**config.mk**
```make
export PLATFORM = sky130hd
export DESIGN_NAME = block_renderer
export DESIGN_NICKNAME = d
export VERILOG_FILES = /design/src/rtl/block_renderer.sv
export SDC_FILE = /design/constraint.sdc
export NUM_CORES = 1
export LEC_CHECK = 0
export BUFFER_PORTS_ARGS = -buffer_cell sky130_fd_sc_hd__buf_2
export CAP_MARGIN = 20
export CELL_PAD_IN_SITES_DETAIL_PLACEMENT = 2
export CELL_PAD_IN_SITES_GLOBAL_PLACEMENT = 2
export CORE_MARGIN = 8
export CORE_UTILIZATION = 25
export CTS_CLUSTER_SIZE = 25
export DETAILED_ROUTE_END_ITERATION = 7
export PLACE_DENSITY_LB_ADDON = 0.1
export SYNTH_ARGS = -nofsm -noshare
export SYNTH_HDL_FRONTEND = slang
export SYNTH_SLANG_ARGS = --single-unit
```
**constraint.sdc**
```tcl
create_clock -name clk -period 4.12 [get_ports clk]
set_input_delay 0.824 -clock clk [delete_from_list [all_inputs] [get_ports clk]]
set_output_delay 0.824 -clock clk [all_outputs]
set_load 0.05 [all_outputs]
```
**src/rtl/block_renderer.sv**
```systemverilog
// rtl/block_renderer.sv - erase/draw/clear block rasteriser feeding the VGA pixel-write port
// Optional feature macro: BLOCK_RENDERER_OUTLINE_EN (block border drawn in inverted colour)
module block_renderer #(
  parameter int unsigned BLK_W     = 16,
  parameter int unsigned BLK_H     = 4,
  parameter int unsigned SCREEN_W  = 160,
  parameter int unsigned SCREEN_H  = 120,
  parameter logic [2:0]  BG_COLOUR = 3'b000
) (
  input  logic       clk,
  input  logic       resetn,
  input  logic       draw_req,
  input  logic       clr_req,
  input  logic [7:0] x_in,
  input  logic [6:0] y_in,
  input  logic [2:0] colour_in,
  output logic       busy,
  output logic       done,
  output logic [7:0] vga_x,
  output logic [6:0] vga_y,
  output logic [2:0] vga_colour,
  output logic       vga_plot
);

  typedef enum logic [2:0] {IDLE, ERASE, DRAW, CLEAR, FIN} state_t;

  localparam logic [7:0] BLK_W_M1  = 8'(BLK_W - 1);
  localparam logic [6:0] BLK_H_M1  = 7'(BLK_H - 1);
  localparam logic [7:0] SCR_W_M1  = 8'(SCREEN_W - 1);
  localparam logic [6:0] SCR_H_M1  = 7'(SCREEN_H - 1);
  localparam logic [8:0] SCR_W_LIM = 9'(SCREEN_W);
  localparam logic [8:0] SCR_H_LIM = 9'(SCREEN_H);

  state_t     state_q, state_d;
  logic [7:0] col_q, col_d;
  logic [6:0] row_q, row_d;
  logic [7:0] x_q, x_d;
  logic [6:0] y_q, y_d;
  logic [2:0] colour_q, colour_d;
  logic [7:0] prev_x_q, prev_x_d;
  logic [6:0] prev_y_q, prev_y_d;
  logic       prev_valid_q, prev_valid_d;
  logic       busy_q, busy_d;
  logic       done_q, done_d;
  logic [7:0] vga_x_q, vga_x_d;
  logic [6:0] vga_y_q, vga_y_d;
  logic [2:0] vga_colour_q, vga_colour_d;
  logic       vga_plot_q, vga_plot_d;

  logic [7:0] base_x;
  logic [6:0] base_y;
  logic [7:0] col_last;
  logic [6:0] row_last;
  logic [2:0] pix_colour;
  logic       raster;
  logic       last_pix;
  logic [8:0] sum_x;
  logic [8:0] sum_y;

  always_comb begin
    state_d      = state_q;
    col_d        = col_q;
    row_d        = row_q;
    x_d          = x_q;
    y_d          = y_q;
    colour_d     = colour_q;
    prev_x_d     = prev_x_q;
    prev_y_d     = prev_y_q;
    prev_valid_d = prev_valid_q;
    base_x       = 8'd0;
    base_y       = 7'd0;
    col_last     = BLK_W_M1;
    row_last     = BLK_H_M1;
    pix_colour   = BG_COLOUR;
    raster       = 1'b0;
    last_pix     = 1'b0;

    case (state_q)
      IDLE: begin
        col_d = 8'd0;
        row_d = 7'd0;
        if (clr_req) begin
          state_d = CLEAR;
        end else if (draw_req) begin
          x_d      = x_in;
          y_d      = y_in;
          colour_d = colour_in;
          state_d  = prev_valid_q ? ERASE : DRAW;
        end
      end
      ERASE: begin
        raster = 1'b1;
        base_x = prev_x_q;
        base_y = prev_y_q;
      end
      DRAW: begin
        raster     = 1'b1;
        base_x     = x_q;
        base_y     = y_q;
        pix_colour = colour_q;
`ifdef BLOCK_RENDERER_OUTLINE_EN
        if (col_q == 8'd0 || col_q == BLK_W_M1 || row_q == 7'd0 || row_q == BLK_H_M1)
          pix_colour = ~colour_q;
`endif
      end
      CLEAR: begin
        raster   = 1'b1;
        col_last = SCR_W_M1;
        row_last = SCR_H_M1;
      end
      FIN:     state_d = IDLE;
      default: state_d = IDLE;
    endcase

    // Column is the inner counter; the wrap of both marks the final pixel of a pass.
    if (raster) begin
      if (col_q == col_last) begin
        col_d = 8'd0;
        if (row_q == row_last) begin
          row_d    = 7'd0;
          last_pix = 1'b1;
        end else begin
          row_d = row_q + 7'd1;
        end
      end else begin
        col_d = col_q + 8'd1;
      end
    end

    if (last_pix) begin
      case (state_q)
        ERASE: state_d = DRAW;
        DRAW: begin
          state_d      = FIN;
          prev_x_d     = x_q;
          prev_y_d     = y_q;
          prev_valid_d = 1'b1;
        end
        CLEAR: begin
          state_d      = FIN;
          prev_valid_d = 1'b0;
        end
        default: ;
      endcase
    end
  end

  // Nine-bit sums so blocks near the right/bottom edge clip instead of wrapping.
  assign sum_x = {1'b0, base_x} + {1'b0, col_q};
  assign sum_y = {2'b00, base_y} + {2'b00, row_q};

  always_comb begin
    vga_plot_d   = raster && (sum_x < SCR_W_LIM) && (sum_y < SCR_H_LIM);
    vga_x_d      = raster ? sum_x[7:0] : vga_x_q;
    vga_y_d      = raster ? sum_y[6:0] : vga_y_q;
    vga_colour_d = raster ? pix_colour : vga_colour_q;
    busy_d       = (state_d != IDLE);
    done_d       = (state_q == FIN);
  end

  always_ff @(posedge clk or negedge resetn) begin
    if (!resetn) begin
      state_q      <= IDLE;
      col_q        <= 8'd0;
      row_q        <= 7'd0;
      x_q          <= 8'd0;
      y_q          <= 7'd0;
      colour_q     <= 3'd0;
      prev_x_q     <= 8'd0;
      prev_y_q     <= 7'd0;
      prev_valid_q <= 1'b0;
      busy_q       <= 1'b0;
      done_q       <= 1'b0;
      vga_x_q      <= 8'd0;
      vga_y_q      <= 7'd0;
      vga_colour_q <= 3'd0;
      vga_plot_q   <= 1'b0;
    end else begin
      state_q      <= state_d;
      col_q        <= col_d;
      row_q        <= row_d;
      x_q          <= x_d;
      y_q          <= y_d;
      colour_q     <= colour_d;
      prev_x_q     <= prev_x_d;
      prev_y_q     <= prev_y_d;
      prev_valid_q <= prev_valid_d;
      busy_q       <= busy_d;
      done_q       <= done_d;
      vga_x_q      <= vga_x_d;
      vga_y_q      <= vga_y_d;
      vga_colour_q <= vga_colour_d;
      vga_plot_q   <= vga_plot_d;
    end
  end

  assign busy       = busy_q;
  assign done       = done_q;
  assign vga_x      = vga_x_q;
  assign vga_y      = vga_y_q;
  assign vga_colour = vga_colour_q;
  assign vga_plot   = vga_plot_q;

endmodule

```
## Word-level counts from Yosys, hierarchy flattened

Index checks and enable logic that the tools add are counted.

- Register bits after elaboration: 73
- Input bits: 22
- Output and inout port bits: 21
- Word-level logic and storage cells: 62

- $add $sub $neg: 4
- $lt $le $gt $ge: 2
- Eq/ne operators: 6
- Multiplexer cells: 23
- Bitwise logic cells: 1
- Reductions and logical operators: 11

Operator list:

| kind | number |
|---|---|
| 7-bit 2-to-1 mux | 5 |
| 8-bit 2-to-1 mux | 4 |
| 8-bit case mux with 2 select lines | 1 |
| 7-bit case mux with 2 select lines | 1 |
| 3-bit 2-to-1 mux | 4 |
| 3-bit case mux with 2 select lines | 2 |
| 8-bit by 8-bit adder with 9-bit output | 1 |
| 9-bit by 8-bit < comparator with 1-bit output (second input constant) | 1 |
| 7-bit by 7-bit adder with 8-bit output | 1 |
| 8-bit by 1-bit adder with 8-bit output (second input constant) | 1 |
| 8-bit equality test | 1 |
| 8-bit by 7-bit < comparator with 1-bit output (second input constant) | 1 |
| 7-bit by 1-bit adder with 7-bit output (second input constant) | 1 |
| 7-bit equality test | 1 |
| 3-bit by 2-bit equality test with 1-bit output (second input constant) | 2 |
| 1-bit 2-to-1 mux | 4 |
| 2-bit AND reduction | 2 |
| 2-bit nonzero test | 2 |
| 3-bit by 1-bit equality test with 1-bit output (second input constant) | 1 |
| 3-bit equality test (second input constant) | 1 |
| 3-bit logical NOT | 1 |
| 3-bit AND reduction | 1 |
| 3-bit nonzero test | 1 |
| 3-bit OR reduction | 1 |
| 5 further kinds | 6 |

## Depth between registers and ports, before layout

Gate-level depths: netlist of run 1.

- Depth in word-level cells: 8
- Gate-level depth with buffers: 13

## Least setup slack after synthesis of run 1

Ideal clock, no wire load.

- Path kind: flip-flop to flip-flop
- Start: register state_q[0]
- End: register vga_plot_q (netlist: vga_plot)
- Library setup time: 0.082 ns
- Data arrival time: 3.149 ns
- Required time: 4.038 ns
- Setup slack: 0.889 ns
- Cell stages (with the launch flop): 13
- Buffers on the path: 2
- Clock period less this slack: 3.231 ns
- Cell sequence: dfrtp_1 -> buf_4 -> nor3b_1 -> clkbuf_1 -> a22o_1 -> ha_1 -> fa_1 -> a21o_1 -> a21oi_1 -> o211a_1 -> a2111oi_0 -> o311ai_0 -> a31oi_1

- Cells in the longest elaborated chain, start to end: 6
- Elaborated cells on any way between the ends: 13
- Those cells by class: add/sub: 2; order compare: 2; eq/ne: 3; mux: 3; reduce/logical: 3

Ends and longest elaborated chain:

| item | RTL line | source |
|---|---|---|
| start, declared | 34 | `state_t state_q, state_d;` |
| start signal, assigned | 179 | `state_q <= state_d;` |
| 3-bit by 2-bit equality test with 1-bit output / 3-bit by 1-bit equality test with 1-bit output (equally long branches) | 78 | `case (state_q)` |
| 8-bit case mux with 2 select lines | 78 |  |
| 8-bit by 8-bit adder with 9-bit output | 149 | `assign sum_x = {1'b0, base_x} + {1'b0, col_q};` |
| 9-bit by 8-bit < comparator with 1-bit output | 153 | `vga_plot_d = raster && (sum_x < SCR_W_LIM) && (sum_y < SCR_H_LIM);` |
| 1-bit logical AND | 153 |  |
| 1-bit logical AND * | 153 |  |
| via vga_plot_d | 48 | `logic vga_plot_q, vga_plot_d;` |
| end signal, assigned | 193 | `vga_plot_q <= vga_plot_d;` |
| end, declared | 48 |  |

The timed path passes the listed nets; every way through them passes the cells marked *.
A chain may end at the register's enable or synchronous reset.

## Final worst setup path of run 1

Ends and elaborated chain as after synthesis.

==> results.md, run 1 <==
* DRC violation count after routing at 0
* Total of warnings raised by yosys at 0
* Number of buffers added by the clock tree synthesis step at 9
* Vias in the first global route at 3194
* Hold-fix buffers, CTS at 0
* CTS clk-pin slew, worst paths at 0.06 ns
* Pin count of the biggest net entering global routing at 74
* IO Port Bufs at 42
* Initial DRC Count at 112
* CTS Sinks at 73
* Antenna violation net count after detailed routing at 0
* Nets in the synthesized netlist at 384
* Starting density of the core at ~25%
* Crit path DAT at 3.51 ns
* Dominant cells by area after synthesis: dfrtp_1 (48%), mux2_2 (7.3%), ha_1 (5.5%)
* Kind of path behind the tightest hold check: in2async
* Time the final worst path needs with I/O delays and setup at 3.25 ns
* Non-filler cells in the finished layout at between 500 and 600
* Highest attainable clock frequency at between 300 and 400 MHz
* Worst Path Required at 4.38 ns
* Dominant synthesized flop cell: dfrtp_1
* Async set-reset flop share out of synthesis at between 90% and 100%
* Max Cap Violations at 0
* Filler Cells Inserted at 1663
* Int Pwr at ~1.2 mW
* Yosys top cell area share at 47.7%
* Outcome: finished clean
* Crit-path max FO at 17
* Most common library cells after synthesis: dfrtp_1 (73), nand2_1 (30), o21ai_0 (26)
* Chip width at approximately 140 um
* Relative contribution of combinational cells to total power at 5.7%
* NetSw at a little under 0.4 mW
* Final GP Congestion at 0.780
* Total number of placement rows at 45
* Worst slew margin relative to its limit at 49.4%
* Area added between synthesis and finish at 18.7%
* Mean Syn Cell Area at 11.2 um2
* Final-stage net count at 429
* Fraction of power spent switching nets at 24.9%
* Total power divided by cell area at 345 nW/um2
* Pre-CTS WS at 0.866 ns
* First-pass GRT wire length at 17900 um
* Dominant cell by count in the synthesized netlist: dfrtp_1
* Yosys reg bits at 73
* Share of the yosys chip area belonging to registers at 47.7%
* Number of synthesized flops with an enable pin at 0
* Worst Setup Slack, final at 0.875 ns
* Number of antenna violations at the first check in global routing at 0
* TritonCTS clock tree: built
* Post-layout util at 30.2%
* Worst skew pair latency at around 0.34 ns
* HPWL after detailed placement at between 7000 and 8000 um
* Synth Cell Area at 3830 um2
* CP endpoint kind: flip-flop
* Overflow left after global routing at 0
* Number of unique standard cell types used by synthesis at between 50 and 60
* Number of detailed-route iterations in the first pass at 4
* Clock network power share at ~47%
* Total global-route track usage at 11.7%
* Root buffer selected by CTS: clkbuf_16
* Fin. max-slew vios at 0
* Aggregate routed wire length at 10700 um
* Drt wl/cell at 18.5 um
* Final hold violations at 0
* Total instance count after detailed placement at 563
* Die Y at 140 um
* Sequential Power Share at 47.4%
* Count of H-tree levels built during CTS at 3
* Via-per-instance ratio at between 4 and 5
* Number of cells upsized or downsized after cts at 0
* Startpoint type of the worst setup path: flip-flop
* ANT cells at 0
* Crit Path Class: reg2reg
* Final setup violation count at 0
* IO Pins at 43
* Total setup buffers inserted after CTS at 0
* Setup skew after layout at 0.00690 ns
* Area leader, netlist: dfrtp_1
* Deepest clock path buffer count at 2
* Number of cells produced by synthesis at about 340
* Tcrit/Tclk final at about four fifths
* Overall Power at 1.57 mW
* Via Count at between 2000 and 3000
* Total Negative Setup Slacks at 0 ns
* Setup repair after global routing missed its margin: no
* Proportion of layout cells with a drive suffix above 1 at a little over a quarter
* DIE AREA at 19600 um2
* Core Region at 15100 um2
* Peak supply drop at 162 uV
* Least-Margin Pin Slew at between 0.7 and 0.8 ns
* Lkg Pwr at 2.23 nW
worst paths after layout:
path / from / end / slack (ns) / cells after the start
setup / recovery: state_q[0]$_DFF_PN0_ / vga_plot$_DFF_PN0_ / 0.87 / 10
hold / removal: resetn / row_q[5]$_DFF_PN0_ / 0.43 / 1
setup reg to reg: state_q[0]$_DFF_PN0_ / vga_plot$_DFF_PN0_ / 0.87 / 10
hold reg to reg: vga_y[4]$_DFFE_PN0N_ / vga_y[4]$_DFFE_PN0N_ / 0.47 / 2
max in group asynchronous: resetn / prev_x_q[1]$_DFFE_PN0P_ / 3.10 / 2
min in group clk: vga_y[4]$_DFFE_PN0N_ / vga_y[4]$_DFFE_PN0N_ / 0.47 / 2
kinds of logic after synthesis:
kind of cell | Yosys count | share of synthesized area, %
adders and majority gates | 19 | 6.59
DFF | 73 | 47.7
buffers and inverters | 25 | 3.20
and+or+nand+nor | 90 | 12.3
muxes | 37 | 11.8
AOI/OAI and AO/OA | 88 | 16.0
xor gates and xnor gates | 11 | 2.51
per-stage QoR:
stage               hold slack (ns)  area (um2)
detailed placement            0.461        4240
global route                  0.464        4550
floorplan                     0.468        3830
CTS                           0.475        4520
global placement              0.456        4240
finish                        0.431        4550
power groups by stage:
stage	clock network [mW]	logic [mW]	registers, mW
floorplan	0	0.0313	0.768
global placement	0	0.0883	0.756
detailed placement	0	0.0897	0.757
CTS	0.771	0.0909	0.744
global route	0.798	0.102	0.746
finish	0.736	0.0901	0.743
final cells by class:
cell class / instances / area [um2] / area share, %
clock inverters: 5 / 31.3 / 0.687
clock buffers: 11 / 243 / 5.33
multi-input cells: 245 / 1890 / 41.6
inverters: 10 / 37.5 / 0.825
flip-flops and latches: 73 / 1830 / 40.1
repair buffers: 49 / 283 / 6.21
well taps: 188 / 235 / 5.17
layout by cell type (no fill, tap or decap), types with 2 or more instances in the layout:
cell,Yosys,routed
buf_2,1,41
dfrtp_1,73,73
a22o_1,23,23
a21o_1,7,7
clkinv_2,0,3
a31oi_1,3,3
nor2b_1,2,2
buf_4,1,6
o21bai_1,2,2
nor3_1,5,5
a211oi_1,3,3
clkbuf_16,0,9
o21ai_0,26,26
nand3_1,10,10
a211o_1,2,2
nor2_1,20,20
ha_1,17,17
fa_1,2,2
xnor2_1,6,6
inv_1,10,10
and2_1,3,3
nor3b_2,0,2
o31ai_1,6,6
nand3b_1,2,2
mux2_2,25,25
nor4_1,2,2
mux2i_1,2,2
a21oi_1,7,7
mux2_4,10,10
nand2_1,30,30
and3_1,4,4
xor2_1,5,5
worst max-delay path: stages (launching register included):
cell and delay, ns:
dfrtp_1 0.65, nor3b_2 0.11, buf_4 0.22, a22o_1 0.30, fa_1 0.44, a21o_1 0.17
a21oi_1 0.26, nor4b_1 0.09, a2111oi_0 0.52, o311ai_0 0.23, a31oi_1 0.16
registers in the layout, summed over array words and instances (netlist names), 3 cells and up:
register,count
x_q,8
prev_y_q,7
vga_y,7
prev_x_q,8
y_q,7
colour_q,3
row_q,7
vga_x,8
state_q,3
vga_colour,3
col_q,8
metal layers:
layer	track usage [%]	share of wire (%)	vias up
met1	16.0	51	1430
met2	17.4	44	36
met4	5.54	1.9	0
li1	-	-	1345
met3	2.33	2.6	12
met5	0	0	-
(Power assumes the default switching activity.)
==> inputs of run 2 (changes only) <==
--- a/config.mk
+++ b/config.mk
@@ -5,6 +5,7 @@
 export SDC_FILE = /design/constraint.sdc
 export NUM_CORES = 1
 export LEC_CHECK = 0
+export ABC_AREA = 1
 export BUFFER_PORTS_ARGS = -buffer_cell sky130_fd_sc_hd__buf_2
 export CAP_MARGIN = 20
 export CELL_PAD_IN_SITES_DETAIL_PLACEMENT = 2
==> constraint.sdc (replaced) <==
create_clock -name clk -period 3.4 [get_ports clk]
set_input_delay 0.68 -clock clk [delete_from_list [all_inputs] [get_ports clk]]
set_output_delay 0.68 -clock clk [all_outputs]
set_load 0.05 [all_outputs]
==> run 2 against run 1 <==
  * Sequential power increased by 17%
  * Worst setup slack got worse by 0.45 ns
  * First-iteration DRC count decreased by 35%
  * Count of clock-buffer cells in the layout unchanged
  * Critical endpoint unchanged
  * Combinational power decreased by 66%
  * Non-clock buffer count decreased by 2
  * Maximum frequency increased by 9.2%
==> results.md, run 2 <==
* TritonCTS clock tree: built
* Most common cell after layout, fill and taps aside: nand2_1
* Area leader, netlist: dfrtp_1
* Antenna violation net count after detailed routing at 0 (unchanged)
* Hold-fix buffers, CTS at 0 (unchanged)
* Post-route standard cell area excluding fillers at 4660 um2 (+2.4%)
* IO Pins at 43 (unchanged)
* Dominant cell by count in the synthesized netlist: nand2_1
* Total number of placement rows at 45 (unchanged)
* DIE AREA at 20000 um2 (+2.0%)
* Yosys reg bits at 73 (unchanged)
* Async set-reset flop share out of synthesis at 100% (unchanged)
* Aggregate routed wire length at 11400 um (+6.2%)
* Dominant cells by area after synthesis: dfrtp_1 (47%), nand2_1 (12%), ha_1 (5.4%)
* Crit Path Class: reg2reg
* CP endpoint kind: flip-flop
* Number of unique standard cell types used by synthesis at 32 (-40%)
* Most common library cells after synthesis: nand2_1 (130), dfrtp_1 (73), inv_1 (48)
* DRC violation count after routing at 0 (unchanged)
* Starting density of the core at 25.7% (+0.30 points)
* Root buffer selected by CTS: clkbuf_16
* Startpoint type of the worst setup path: flip-flop
* Final hold violations at 0 (unchanged)
* Worst slew margin relative to its limit at 34.8% (-15 points)
* Setup skew after layout at 0.00977 ns (+0.00287 ns)
* Outcome: finished clean
* Area after detailed placement at 4380 um2 (+3.1%)
* Fin. max-slew vios at 0 (unchanged)
* CTS clk-pin slew, worst paths at 0.06 ns (about the same)
* Total of warnings raised by yosys at 0 (unchanged)
* Overflow left after global routing at 0 (unchanged)
* Final setup violation count at 0 (unchanged)
* Filler Cells Inserted at 1762 (+6.0%)
* Via-per-instance ratio at 4.57 (-5.9%)
* Least-Margin Pin Slew at 0.978 ns (+0.229 ns)
* Die Y at 141 um (+1.0%)
* Total global-route track usage at 12.2% (+0.47 points)
* Number of synthesized flops with an enable pin at 0 (unchanged)
* Max Cap Violations at 0 (unchanged)
* Crit path DAT at 3.24 ns (-0.27 ns)
* Setup repair after global routing missed its margin: no
* Min-delay src: vga_y[0]$_DFFE_PN0N_
* Final-stage net count at 538 (+25%)
* Vias in the first global route at 3554 (+11%)
* Lkg Pwr at 2.43 nW (+8.8%)
* Kind of path behind the tightest hold check: reg2reg
* Number of cells produced by synthesis at 450 (+31%)
* Core Region at 15300 um2 (+1.1%)
* Dominant synthesized flop cell: dfrtp_1
* Worst skew pair latency at 0.34 ns (about the same)
* Pin count of the biggest net entering global routing at 74 (unchanged)
* Worst Path Required at 3.67 ns (-0.71 ns)
* Number of cells upsized or downsized after cts at 0 (unchanged)
* Startpoint of the lowest-slack register-to-register path: state_q[0]$_DFF_PN0_
* Via Count at 3261 (+16%)
* Time the final worst path needs with I/O delays and setup at 2.97 ns (-0.274 ns)
* Chip width at 141 um (+1.0%)
* Mean Syn Cell Area at 8.72 um2 (-22%)
* Number of detailed-route iterations in the first pass at 4 (unchanged)
* HPWL after detailed placement at 8760 um (+15%)
* Count of H-tree levels built during CTS at 3 (unchanged)
* Yosys top cell area share at 46.6% (-1.1 points)
* CTS Sinks at 73 (unchanged)
* Drt wl/cell at 16.0 um (-13%)
* Synth Cell Area at 3920 um2 (+2.3%)
* Deepest clock path buffer count at 2 (unchanged)
* Share of the yosys chip area belonging to registers at 46.6% (-1.1 points)
* Area added between synthesis and finish at 18.8% (about the same)
* Tcrit/Tclk final at 87.4% (+8.6 points)
* Proportion of layout cells with a drive suffix above 1 at 17.7% (-9.2 points)
* Peak supply drop at 219 uV (+36%)
* Total setup buffers inserted after CTS at 0 (unchanged)
* Final GP Congestion at 0.766 (-1.8%)
* ANT cells at 0 (unchanged)
* Beginning of the critical path: state_q[0]$_DFF_PN0_
* Highest attainable clock frequency at 337 MHz (+9.2%)
* Crit-path max FO at 15 (-2)
* Most frequent cells in the layout: nand2_1 (130), dfrtp_1 (73), inv_1 (48)
* Total Negative Setup Slacks at 0 ns (unchanged)
* Total power divided by cell area at 391 nW/um2 (+13%)
* First-pass GRT wire length at 19100 um (+6.4%)
* Initial DRC Count at 73 (-35%)
* Nets in the synthesized netlist at 491 (+28%)
* IO Port Bufs at 42 (unchanged)
* Number of buffers added by the clock tree synthesis step at 9 (unchanged)
* Number of antenna violations at the first check in global routing at 0 (unchanged)
==> run 2: worst paths after layout <==
check                                        to  slack, ns  cells past startpoint
setup / recovery             vga_plot$_DFF_PN0_       0.43                     17
hold / removal             vga_y[0]$_DFFE_PN0N_       0.46                      2
setup reg to reg             vga_plot$_DFF_PN0_       0.43                     17
hold reg to reg            vga_y[0]$_DFFE_PN0N_       0.46                      2
max in group asynchronous    row_q[3]$_DFF_PN0_       2.27                      1
min in group asynchronous    x_q[4]$_DFFE_PN0P_       0.51                      1
==> run 2: layer usage <==
metal | wire, um | part of all wire, % | GRT usage (%)
met1 | 5780 | 51 | 16.7
met2 | 5090 | 45 | 18.7
met3 | 324 | 2.8 | 2.15
met4 | 195 | 1.7 | 4.92
met5 | 0 | 0 | 0
==> run 2: cells by family after synthesis <==
group	count (synthesis)	share of synthesized area, %
simple gates	209	23.4
buf+inv	61	6.44
mux	17	4.85
xor+xnor	14	3.13
fa+ha+maj	19	6.44
flops	73	46.6
compound gates	57	9.19
==> run 2: through the flow <==
stage | setup WS, ns | hold slack (ns) | power (mW) | utilization [%] | instances
after global placement | 0.421 | 0.450 | 0.917 | 28.7 | 697
after detailed placement | 0.409 | 0.454 | 0.917 | 28.7 | 697
after global routing | 0.0967 | 0.494 | 1.88 | 30.5 | 713
after floorplan | 0.958 | 0.384 | 0.886 | - | 450
after CTS | 0.373 | 0.469 | 1.85 | 30.5 | 713
final | 0.429 | 0.464 | 1.82 | 30.5 | 713
==> run 2: where the power goes <==
| part | total, mW | leakage, nW | switching, mW | internal, mW |
|---|---|---|---|---|
| Combinational | 0.0306 | 1.34 | 0.0214 | 0.00919 |
| Clock | 0.922 | 0.128 | 0.403 | 0.519 |
| Sequential | 0.868 | 0.959 | 0 | 0.868 |
| Total | 1.82 | 2.43 | 0.424 | 1.40 |
==> run 2: final cells by class <==
cell class | instances | area, um2 | area share [%]
well taps | 211 | 264 | 5.67
clock inverters | 5 | 40.0 | 0.859
flip-flops and latches | 73 | 1830 | 39.2
clock buffers | 11 | 243 | 5.21
multi-input cells | 316 | 1850 | 39.6
repair buffers | 47 | 250 | 5.37
inverters | 50 | 190 | 4.08
==> run 2: worst max-delay path, stage by stage (launching register included) <==
cell     delay [ns]
dfrtp_1        0.41
inv_1          0.11
nor2_1         0.15
nand2_1        0.12
inv_1          0.41
a22o_1         0.27
ha_1           0.25
inv_1          0.08
fa_1           0.42
inv_1          0.10
nand2_1        0.08
nand3_1        0.07
nand2_1        0.07
nand2_1        0.09
nand2_1        0.06
nand2_1        0.07
nand2_1        0.05
nor2_1         0.07
==> inputs of run 3 (changes only) <==
--- a/config.mk
+++ b/config.mk
@@ -11,7 +11,7 @@
 export CELL_PAD_IN_SITES_DETAIL_PLACEMENT = 2
 export CELL_PAD_IN_SITES_GLOBAL_PLACEMENT = 2
 export CORE_MARGIN = 8
-export CORE_UTILIZATION = 25
+export CORE_UTILIZATION = 35
 export CTS_CLUSTER_SIZE = 25
 export DETAILED_ROUTE_END_ITERATION = 7
 export PLACE_DENSITY_LB_ADDON = 0.1
==> run 3 against run 2 <==
  * Flip-flop and latch count unchanged
  * Critical path depth down 2
  * Maximum frequency up 11%
  * Critical endpoint unchanged
  * First-iteration DRC count up 2.7%
==> results.md, run 3 (same netlist as run 2, synthesis figures left out) <==
* Outcome: finished clean
* Total number of placement rows at 38 (-16%)
* Vias in the first global route at 3646 (+2.6%)
* Total Negative Setup Slacks at 0 ns (unchanged)
* Final setup violation count at 0 (unchanged)
* Fin. max-slew vios at 0 (unchanged)
* Peak supply drop at 184 uV (-16%)
* DRC violation count after routing at 0 (unchanged)
* Worst hold margin at 0.459 ns (-0.00533 ns)
* CTS Sinks at 73 (unchanged)
* Total power divided by cell area at 373 nW/um2 (-4.6%)
* Total global-route track usage at 15.8% (+3.6 points)
* Proportion of layout cells with a drive suffix above 1 at 18.3% (+0.52 points)
* Area after detailed placement at 4300 um2 (-1.7%)
* Overflow left after global routing at 0 (unchanged)
* Lkg Pwr at 2.42 nW (-0.24%)
* Worst Path Required at 3.66 ns (about the same)
* Root buffer selected by CTS: clkbuf_8
* Crit path DAT at 2.93 ns (-0.31 ns)
* Filler Cells Inserted at 1236 (-30%)
* First-pass GRT wire length at 18200 um (-4.6%)
* Via Count at 3241 (-0.61%)
* Setup skew after layout at 0.00705 ns (-0.00272 ns)
* CP endpoint kind: flip-flop
* Least-Margin Pin Slew at 0.962 ns (-0.0158 ns)
* Deepest clock path buffer count at 2 (unchanged)
* Slowest cell on the critical path: dfrtp_1
* Overall Power at 1.69 mW (-7.2%)
* Via-per-instance ratio at 5.03 (+10%)
* Time the final worst path needs with I/O delays and setup at 2.67 ns (-0.305 ns)
* Chip width at 122 um (-14%)
* Total setup buffers inserted after CTS at 0 (unchanged)
* Worst skew pair latency at 0.36 ns (+0.02 ns)
* Max Cap Violations at 0 (unchanged)
* HPWL after detailed placement at 8270 um (-5.6%)
* Final-stage net count at 540 (+0.37%)
* ANT cells at 0 (unchanged)
* Aggregate routed wire length at 10900 um (-4.5%)
* Post-route standard cell area excluding fillers at 4530 um2 (-2.8%)
* Tcrit/Tclk final at 78.4% (-9.0 points)
* Total instance count after detailed placement at 628 (-9.9%)
* Antenna violation net count after detailed routing at 0 (unchanged)
* Starting density of the core at 36.0% (+10 points)
* Kind of path behind the tightest hold check: in2async
* Number of detailed-route iterations in the first pass at 4 (unchanged)
* Most common cell after layout, fill and taps aside: nand2_1
* Number of buffers added by the clock tree synthesis step at 9 (unchanged)
* Highest attainable clock frequency at 375 MHz (+11%)
* Worst Setup Slack, final at 0.734 ns (+0.305 ns)
* DIE AREA at 14900 um2 (-26%)
* Startpoint type of the worst setup path: flip-flop
* Pin count of the biggest net entering global routing at 74 (unchanged)
* Initial DRC Count at 75 (+2.7%)
* Ordered list of cells on the worst path: inv_1, nor2_1, nand2_1, inv_1, buf_4, a22o_1, ha_1, nand2_1, nand3_1, nand3_1, nand3_1, nand2_1, nand2_1, nand2_1, nor2_1
* IO Port Bufs at 42 (unchanged)
* Crit-path max FO at 9 (-6)
* Area added between synthesis and finish at 15.5%
* Crit Path Class: reg2reg
* Delay of the slowest cell on the worst path at 0.42 ns (about the same)
* Most frequent cells in the layout: nand2_1 (130), dfrtp_1 (73), inv_1 (48)
* Number of antenna violations at the first check in global routing at 0 (unchanged)
* Worst slew margin relative to its limit at 35.8% (+1.1 points)
* Most numerous cell on the critical path: nand2_1
* Setup repair after global routing missed its margin: no
* Die Y at 122 um (-14%)
* Number of cells upsized or downsized after cts at 0 (unchanged)
* Non-filler cells in the finished layout at 644 (-9.7%)
* Drt wl/cell at 16.9 um (+5.7%)
* Hold-fix buffers, CTS at 0 (unchanged)
* Pre-CTS WS at 0.714 ns (+0.306 ns)
* Final hold violations at 0 (unchanged)
* Count of H-tree levels built during CTS at 3 (unchanged)
* TritonCTS clock tree: built
* IO Pins at 43 (unchanged)
* Final GP Congestion at 0.780 (+1.8%)
* Core Region at 10900 um2 (-29%)
* CTS clk-pin slew, worst paths at 0.08 ns (+0.02 ns)
* Post-layout util at 41.6% (+11 points)
-- run 3: cell types whose count changed in the layout (fill, tap and decap cells not counted), sizes merged --
| cell | before | now |
|---|---|---|
| clkbuf | 11 | 10 |
| buf | 47 | 49 |
| clkinvlp | 3 | 1 |
| clkinv | 2 | 3 |
| bufinv | 0 | 2 |
-- run 3: path summary, 6_finish.rpt --
path,slack (ns),depth (start not counted),to,start
worst min register to register,0.48,2,vga_y[0]$_DFFE_PN0N_,vga_y[0]$_DFFE_PN0N_
worst max register to register,0.73,15,vga_plot$_DFF_PN0_,state_q[0]$_DFF_PN0_
worst min-delay path,0.46,1,vga_y[1]$_DFFE_PN0N_,resetn
min in group clk,0.48,2,vga_y[0]$_DFFE_PN0N_,vga_y[0]$_DFFE_PN0N_
worst max-delay path,0.73,15,vga_plot$_DFF_PN0_,state_q[0]$_DFF_PN0_
max in group asynchronous,2.31,1,prev_y_q[3]$_DFFE_PN0P_,resetn
-- run 3: final cells by class --
type | instances | area (um2) | share of cell area (%)
Clock inverter | 6 | 90.1 | 1.99
Timing Repair Buffer | 49 | 265 | 5.85
Inverter | 50 | 190 | 4.20
Clock buffer | 10 | 138 | 3.04
Sequential cell | 73 | 1830 | 40.3
Tap cell | 140 | 175 | 3.87
Multi-Input combinational cell | 316 | 1850 | 40.7
-- run 3: power breakdown --
| part | leakage [nW] | internal [mW] | total [mW] | switching, mW |
|---|---|---|---|---|
| Clock | 0.113 | 0.436 | 0.792 | 0.356 |
| Sequential | 0.959 | 0.867 | 0.867 | 0 |
| Combinational | 1.35 | 0.00919 | 0.0302 | 0.0210 |
-- run 3: worst max-delay path: cells and delay by family, from the launching register on --
family / cells / cell delay (ns)
AO/OA/AOI/OAI: 1 / 0.18
adder cells (fa/ha/maj): 1 / 0.33
buffers and inverters: 3 / 0.59
flip-flops: 1 / 0.42
AND/OR/NAND/NOR: 10 / 1.05
-- run 3: routing by layer --
| metal | part of all wire, % | up-vias | track usage, % |
|---|---|---|---|
| met4 | 1.9 | 0 | 7.17 |
| met5 | 0 | - | 0 |
| li1 | - | 1576 | - |
| met1 | 46 | 1602 | 19.2 |
| met2 | 49 | 48 | 26.4 |
| met3 | 3.1 | 15 | 3.05 |
